[config.mk]
export PLATFORM = sky130hd
export DESIGN_NAME = imuldiv_muldiv_dispatch
export DESIGN_NICKNAME = d
export VERILOG_FILES = /design/src/rtl/imuldiv_muldiv_dispatch_pkg.sv /design/src/rtl/imuldiv_muldiv_dispatch_tagfifo.sv /design/src/rtl/imuldiv_muldiv_dispatch.sv
export SDC_FILE = /design/constraint.sdc
export NUM_CORES = 1
export LEC_CHECK = 0
export BUFFER_PORTS_ARGS = -buffer_cell sky130_fd_sc_hd__buf_2
export CAP_MARGIN = 20
export CORE_AREA = 8 8 150 152
export DETAILED_ROUTE_END_ITERATION = 12
export DIE_AREA = 0 0 158 160
export GPL_TIMING_DRIVEN = 0
export PLACE_DENSITY_LB_ADDON = 0.2
export REMOVE_ABC_BUFFERS = 1
export SLEW_MARGIN = 5
export SYNTH_ARGS = -nofsm -noshare
export SYNTH_HDL_FRONTEND = slang
export SYNTH_HIERARCHICAL = 1
export SYNTH_SLANG_ARGS = --single-unit
[constraint.sdc]
create_clock -name clk -period 5.4 [get_ports clk]
set_input_delay 0.81 -clock clk [delete_from_list [all_inputs] [get_ports clk]]
set_output_delay 0.81 -clock clk [all_outputs]
set_load 0.005 [all_outputs]
[src/rtl/imuldiv_muldiv_dispatch_pkg.sv]
// imuldiv_muldiv_dispatch_pkg: request encodings and tag type shared by the mul/div dispatch front end
package imuldiv_muldiv_dispatch_pkg;
   localparam logic [2:0] FN_MUL  = 3'd0;
   localparam logic [2:0] FN_DIV  = 3'd1;
   localparam logic [2:0] FN_DIVU = 3'd2;
   localparam logic [2:0] FN_REM  = 3'd3;
   localparam logic [2:0] FN_REMU = 3'd4;
   localparam logic DIVFN_SIGNED   = 1'b0;
   localparam logic DIVFN_UNSIGNED = 1'b1;
   typedef enum logic {TAG_MUL = 1'b0, TAG_DIV = 1'b1} tag_e;
   function automatic logic is_div_fn(input logic [2:0] fn);
      return fn >= FN_DIV && fn <= FN_REMU;
   endfunction
   function automatic logic is_unsigned_fn(input logic [2:0] fn);
      return fn == FN_DIVU || fn == FN_REMU;
   endfunction
endpackage

[src/rtl/imuldiv_muldiv_dispatch_tagfifo.sv]
// imuldiv_TagFifo: 1-bit tag FIFO remembering which unit owns each in-flight request
module imuldiv_TagFifo #(
   parameter int DEPTH = 2
) (
   input  logic clk,
   input  logic reset,
   input  logic enq_val,
   input  logic enq_bits,
   input  logic deq_rdy,
   output logic full,
   output logic empty,
   output logic head_bits
);
   localparam int AW = $clog2(DEPTH);
   logic [DEPTH-1:0] mem;
   logic [AW-1:0] head, tail;
   logic [AW:0] count;
   logic enq, deq;
   assign full = count == (AW+1)'(DEPTH);
   assign empty = count == '0;
   assign enq = enq_val && !full;
   assign deq = deq_rdy && !empty;
   assign head_bits = mem[head];
   // pointers wrap naturally at DEPTH; count tracks occupancy through simultaneous push/pop
   always_ff @(posedge clk) begin
      if (reset) begin
         head <= '0;
         tail <= '0;
         count <= '0;
      end else begin
         if (enq) begin
            mem[tail] <= enq_bits;
            tail <= tail + 1'b1;
         end
         if (deq) head <= head + 1'b1;
         count <= count + (AW+1)'(enq) - (AW+1)'(deq);
      end
   end
endmodule

[src/rtl/imuldiv_muldiv_dispatch.sv]
// imuldiv_muldiv_dispatch: routes mul/div requests to the iterative units and returns results in order
import imuldiv_muldiv_dispatch_pkg::*;
module imuldiv_muldiv_dispatch #(
   parameter int DEPTH = 2
) (
   input  logic        clk,
   input  logic        reset,
   input  logic [2:0]  muldivreq_msg_fn,
   input  logic [31:0] muldivreq_msg_a,
   input  logic [31:0] muldivreq_msg_b,
   input  logic        muldivreq_val,
   output logic        muldivreq_rdy,
   output logic [63:0] muldivresp_msg_result,
   output logic        muldivresp_val,
   input  logic        muldivresp_rdy,
   output logic [31:0] mulreq_msg_a,
   output logic [31:0] mulreq_msg_b,
   output logic        mulreq_val,
   input  logic        mulreq_rdy,
   input  logic [63:0] mulresp_msg_result,
   input  logic        mulresp_val,
   output logic        mulresp_rdy,
   output logic        divreq_msg_fn,
   output logic [31:0] divreq_msg_a,
   output logic [31:0] divreq_msg_b,
   output logic        divreq_val,
   input  logic        divreq_rdy,
   input  logic [63:0] divresp_msg_result,
   input  logic        divresp_val,
   output logic        divresp_rdy,
   output logic        err
);
   logic is_mul, is_div, target_rdy, full, empty, head, push, pop, head_div;
   // request routing: readiness depends on fn and occupancy only, never on val
   always_comb begin
      is_mul = muldivreq_msg_fn == FN_MUL;
      is_div = is_div_fn(muldivreq_msg_fn);
      target_rdy = is_mul ? mulreq_rdy : is_div ? divreq_rdy : 1'b1;
      muldivreq_rdy = !full && target_rdy;
      mulreq_val = muldivreq_val && is_mul && !full;
      divreq_val = muldivreq_val && is_div && !full;
      push = muldivreq_val && muldivreq_rdy && (is_mul || is_div);
   end
   assign mulreq_msg_a = muldivreq_msg_a;
   assign mulreq_msg_b = muldivreq_msg_b;
   assign divreq_msg_a = muldivreq_msg_a;
   assign divreq_msg_b = muldivreq_msg_b;
   assign divreq_msg_fn = is_unsigned_fn(muldivreq_msg_fn) ? DIVFN_UNSIGNED : DIVFN_SIGNED;
   // response steering: only the unit named by the head tag may hand its result over
   always_comb begin
      head_div = head == TAG_DIV;
      muldivresp_val = !empty && (head_div ? divresp_val : mulresp_val);
      muldivresp_msg_result = head_div ? divresp_msg_result : mulresp_msg_result;
      mulresp_rdy = !empty && !head_div && muldivresp_rdy;
      divresp_rdy = !empty && head_div && muldivresp_rdy;
      pop = muldivresp_val && muldivresp_rdy;
   end
   imuldiv_TagFifo #(.DEPTH(DEPTH)) tags (
      .clk(clk),
      .reset(reset),
      .enq_val(push),
      .enq_bits(is_div ? TAG_DIV : TAG_MUL),
      .deq_rdy(pop),
      .full(full),
      .empty(empty),
      .head_bits(head)
   );
   // illegal fn is swallowed on fire and latched until reset
   always_ff @(posedge clk) begin
      if (reset) err <= 1'b0;
      else if (muldivreq_val && muldivreq_rdy && !is_mul && !is_div) err <= 1'b1;
   end
endmodule

# After elaboration in Yosys (flattened, before gate mapping)
# Cells that the tools add are included.
word_totals:
  regBits: 7
  out_inout_bits: 200
  inputBits: 203
  word_cells: 58
op_classes:
  mux: 11
  eq_ne: 3
  bitwise: 1
  n_addsub: 4
  n_lt_le_gt_ge: 5
  n_reduce_logical: 29
ops:
  columns: ["cell", "count"]
  rows:
  - ["$mux 64", 1]
  - ["$logic_and 1x1->1", 19]
  - ["$mux 1", 8]
  - ["$logic_not 1->1", 5]
  - ["$lt 1x2->1 const B", 2]
  - ["$eq 3x2->1 const B", 1]
  - ["$eq 3x3->1 const B", 1]
  - ["$ge 3x1->1 const B", 1]
  - ["$le 3x3->1 const B", 1]
  - ["$logic_not 3->1", 1]
  - ["$add 1x1->1 const B", 2]
  - ["$add 2x1->2", 1]
  - ["$bwmux 2", 1]
  - ["$eq 2x2->1 const B", 1]
  - ["$logic_not 2->1", 1]
  - ["$logic_or 1x1->1", 2]
  - ["$reduce_and 2->1", 1]
  - ["$sub 2x1->2", 1]
  - ["$demux 1 s1", 1]
  - ["$ge 1x1->1 const B", 1]
  - ["$not 1->1", 1]

# Longest topological paths before layout
depth:
  word_depth: 10
  mapped_depth: 12
  mapped_depth_nobuf: 11

# Cells and area by module
# The synthesis kept the hierarchy.
by_module_without_submodules:
  columns: ["module", "area_each_um2", "cells_each", "instances", "seq_area_each_um2"]
  rows:
  - ["imuldiv_muldiv_dispatch", 1913.1, 222, 1, 20.0]
  - ["imuldiv_TagFifo", 301.5, 26, 1, 140.1]

# Worst setup path after synthesis
# No wires, ideal clock.
synth_timing:
  path_kind: "input port to flip-flop"
  startpoint: "input port muldivreq_msg_fn[1]"
  endpoint: "register tags.count[1]"
  slack_ns: 2.955
  required_ns: 5.322
  n_path_buf: 0
  arrival_time_ns: 2.367
  stages: 10
  setup_ns: 0.078
  cell_sequence: "o21ai_0 nand3_1 a21oi_1 nand2b_4 ha_1 inv_1 ha_1 xor2_1 and2_2 nor3_1"
synth_via:
  elab_chain_len: 10
  word_cells_on_any_way: 13
  classes_between: "add/sub (2); order compare (2); mux (2); reduce/logical (7)"
synth_rtl:
  columns: ["item", "line", "rtl"]
  rows:
  - ["from (decl)", "imuldiv_muldiv_dispatch.sv:8", "input logic [2:0] muldivreq_msg_fn,"]
  - ["$ge 3x1->1 / $le 3x3->1 (equally long branches)", "imuldiv_muldiv_dispatch_pkg.sv:12", "return fn >= FN_DIV && fn <= FN_REMU;"]
  - ["$logic_and 1x1->1", "imuldiv_muldiv_dispatch_pkg.sv:12", null]
  - ["$mux 1 (2 in a row)", "imuldiv_muldiv_dispatch.sv:38", "target_rdy = is_mul ? mulreq_rdy : is_div ? divreq_rdy : 1'b1;"]
  - ["$logic_and 1x1->1", "imuldiv_muldiv_dispatch.sv:39", "muldivreq_rdy = !full && target_rdy;"]
  - ["$logic_and 1x1->1", "imuldiv_muldiv_dispatch.sv:42", "push = muldivreq_val && muldivreq_rdy && (is_mul || is_div);"]
  - ["$logic_and 1x1->1 (*)", "imuldiv_muldiv_dispatch.sv:42", null]
  - ["via push", "imuldiv_muldiv_dispatch.sv:33", "logic is_mul, is_div, target_rdy, full, empty, head, push, pop, head_div;"]
  - ["$logic_and 1x1->1 (*)", "imuldiv_muldiv_dispatch_tagfifo.sv:21", "assign enq = enq_val && !full;"]
  - ["$add 2x1->2 (*)", "imuldiv_muldiv_dispatch_tagfifo.sv:36", "count <= count + (AW+1)'(enq) - (AW+1)'(deq);"]
  - ["$sub 2x1->2 (*)", "imuldiv_muldiv_dispatch_tagfifo.sv:36", null]
  - ["to (signal assigned)", "imuldiv_muldiv_dispatch_tagfifo.sv:36", null]
  - ["to (decl)", "imuldiv_muldiv_dispatch_tagfifo.sv:17", "logic [AW:0] count;"]
# Mark *: on every way through the listed nets, which the timed path passes. The rest lies on a longest branch.
# A chain may end at the register's enable or synchronous reset.

# Final worst setup path
layout_timing:
  startpoint: "register tags.head"
  endpoint: "register tags.count[1]"
layout_via:
  elab_chain_len: 7
layout_rtl:
  columns: ["item", "line", "rtl"]
  rows:
  - ["from (decl)", "imuldiv_muldiv_dispatch_tagfifo.sv:16", "logic [AW-1:0] head, tail;"]
  - ["from (signal assigned)", "imuldiv_muldiv_dispatch_tagfifo.sv:35", "if (deq) head <= head + 1'b1;"]
  - ["$mux 1 (not written as such) (2 in a row)", "imuldiv_muldiv_dispatch_tagfifo.sv:23", "assign head_bits = mem[head];"]
  - ["via head", "imuldiv_muldiv_dispatch.sv:33", null]
  - ["$mux 1", "imuldiv_muldiv_dispatch.sv:52", "muldivresp_val = !empty && (head_div ? divresp_val : mulresp_val);"]
  - ["$logic_and 1x1->1", "imuldiv_muldiv_dispatch.sv:52", null]
  - ["$logic_and 1x1->1", "imuldiv_muldiv_dispatch.sv:56", "pop = muldivresp_val && muldivresp_rdy;"]
  - ["via pop", "imuldiv_muldiv_dispatch.sv:33", null]
  - ["$logic_and 1x1->1", "imuldiv_muldiv_dispatch_tagfifo.sv:22", "assign deq = deq_rdy && !empty;"]
  - ["via tags.deq", "imuldiv_muldiv_dispatch_tagfifo.sv:18", "logic enq, deq;"]
  - ["$sub 2x1->2", "imuldiv_muldiv_dispatch_tagfifo.sv:36", null]
# The timed path passes the listed nets, and every way through them passes these cells. The select of a mux whose other input is x is not followed.

==> impl_metrics.toml <==
[synth]
yosysWarnings = 6
synthDistinctLibCells = 31
synthCells = 248
synth_edf_count = 2
yosys_register_bits = 7
yosysTopAreaCell = "buf_4"
synth_area_leaders = "buf_4, mux2_2, dfxtp_1"
synthArstFlopShare_pct = 0
synth_top_flop_cell = "dfxtp_1"
syn_area_sq_um = 2210
netlist.area_leader.share_pct = 43.7
yosysSeqAreaShare_pct = 7.23
syn_avg_cell_area_sq_um = 8.93

[global_routing]
grtUsageTotal_pct = 18.8
grt_pass1_vias = 2338
gr-total-overflow = 0
grt_max_degree = 68
antenna_found_initial = 32
grt_pass1_wl_microns = 29600

[critical_path]
critPathSlowestCell = "mux2_4"
path_class = "reg -> reg"
critPathMaxStageDelay_ns = 0.79
cpLargestDelayFamily = "multiplexers"
cp_data_arrival_time_ns = 2.97
path_common_cell = "ha_1"
crit_buf_inv = 1
worstPathRequired_ns = 5.55
critPathCaptureType = "flip-flop"
start_kind = "flip-flop"
critical_path.max_fanout = 67
crit_chain = "mux2_4 -> mux2i_1 -> nor2_1 -> and2_1 -> o21a_2 -> ha_1 -> inv_1 -> ha_1 -> xor2_1 -> and2_2 -> nor3_1"

[sta]
hold_violations = 0
setup_viol = 0
skew_ns = 0.000854
setup_tns_ns = 0
fmax_mhz = 355
tightest_slew_ns = 0.898
rsz0062_at_grt = "no"
period_minus_slack_ns = 2.82
slew_viol_final = 0
relSlewSlack_pct = 40.1
period_share_pct = 52.2

[power]
power.density_nw_per_um2 = 127
leakage_uw = 0.00133
peakVddDrop_uv = 111

[clock_network]
clockBufferDepth = 2
htree_levels = 1
holdBufCountCts = 0
clock-sinks = 7
cts_tree = "yes"
cts-resized-gates = 0
clk_latency_ns = 0.23
numCtsBuffers = 3
cts.clk_slew.worst_paths_ns = 0.04
root_buffer = "clkbuf_16"
postCtsSetupBuffers = 0

[place]
numPortBuffers = 210
hpwl_microns = 24000
dp.cells = 593
gp_congestion = 0.899

[finish]
fin_cells = 604
syn_to_final_growth_pct = 21.3
fin_util_pct = 13.4
fin_nets = 533
drive_gt1_share_pct = 87.8

[floorplanning]
pin_count = 403
core_area_sq_um = 20000
die_width_microns = 158
fp.dieH_microns = 160
start_util_pct = 11.1
core.rowCount = 52
die_area_sq_um = 25300

[detailed_routing]
drt_first_iter_violations = 56
wl_per_cell_microns = 41.9
drc = 0
viasPerCell = 3.72
ant_nets = 0
routed_wl_microns = 25300
drt_first_pass_iters = 4
vias = 2249

[min_path]
hold_path.class = "reg -> reg"

[run_status]
status = "complete, no violations"

[run]
cap_violations = 0
[cells by family after synthesis]
| kind of cell | count (synthesis) | share of synthesized area (%) |
|---|---|---|
| buf+inv | 136 | 46.1 |
| fa+ha+maj | 2 | 1.13 |
| flops | 7 | 7.23 |
| xor+xnor | 3 | 1.19 |
| simple gates | 27 | 8.08 |
| mux | 68 | 34.6 |
| compound gates | 5 | 1.64 |
[cells in the final DEF (no fill, tap or decap)]
cell type	n
buf_2	210
mux2_2	64
nor2_1	9
diode_2	7
dfxtp_1	5
nor3_1	3
clkbuf_16	3
nor2b_4	2
xnor2_1	2
mux2i_1	2
nor3b_1	2
mux2_4	2
nor2b_1	2
ha_1	2
edfxtp_1	2
nand2b_1	1
or3_4	1
o21ai_0	1
and2_4	1
nand3b_1	1
nand3_1	1
a21oi_1	1
and3b_1	1
and2_1	1
a211oi_1	1
o21ba_2	1
clkbuf_1	1
nand2b_4	1
o21a_2	1
inv_1	1
xor2_1	1
and2_2	1
[worst register-to-register path: stages, from the launching register on]
cell and delay [ns]:
dfxtp_1 0.32, mux2_4 0.79, mux2i_1 0.29, nor2_1 0.07
and2_1 0.17, o21a_2 0.13, ha_1 0.27, inv_1 0.04
ha_1 0.18, xor2_1 0.16, and2_2 0.20, nor3_1 0.12
[synthesized netlist by cell type, types with 2 or more instances]
library cell,n
nor2b_1,2
buf_4,129
dfxtp_1,5
nor2_1,9
xnor2_1,2
nor3_1,3
nor3b_1,2
buf_6,3
mux2i_1,2
edfxtp_1,2
mux2_2,65
buf_2,3
ha_1,2
nor2b_4,2
[final timing paths]
kind	endpoint	startpoint	slack [ns]	cells past startpoint
min	err$_SDFFE_PP0P_	err$_SDFFE_PP0P_	0.51	1
max reg2reg	tags/count[1]$_SDFF_PP0_	tags/head$_SDFFE_PP0P_	2.58	11
max	tags/count[1]$_SDFF_PP0_	tags/head$_SDFFE_PP0P_	2.58	11
min reg2reg	err$_SDFFE_PP0P_	err$_SDFFE_PP0P_	0.51	1
[power breakdown]
part	total (uW)	switching, uW	internal (uW)	leakage (uW)
sequential	59.7	2.56	57.1	0.0000588
clock	125	26.8	98.1	0.0000382
combinational	157	62.5	94.7	0.00123
[state kept, by name, summed over array words and instances, names as in the netlist]
| signal | flops |
|---|---|
| err | 1 |
| tags/count | 2 |
| tags/head | 1 |
| tags/mem | 2 |
| tags/tail | 1 |
[per-layer routing]
metal / global-route usage, % / vias up / routed length [microns]
met5: 10.5 / - / 556
li1: - / 867 / -
met4: 0.815 / 46 / 95
met1: 12.0 / 893 / 5900
met2: 28.7 / 390 / 10800
met3: 28.9 / 53 / 7940
[layout make-up]
type	instances	area, sq um
fillers	2353	17400
repair buffers	210	1050
well taps	270	338
diodes	7	17.5
multi-input cells	105	1040
clock buffers	4	78.8
inverters	1	3.75
flip-flops and latches	7	160
[through the flow]
step	power, uW	worst slack, ns	instance area, sq um	hold slack (ns)
4_1_cts	348	2.53	2670	0.528
3_3_place_gp	219	2.06	2590	0.512
2_1_floorplan	121	2.53	1200	0.481
5_1_grt	364	2.40	2670	0.541
6_report	342	2.58	2690	0.514
3_5_place_dp	220	2.54	2590	0.517
Note: power is estimated with default switching activity, not from simulation.
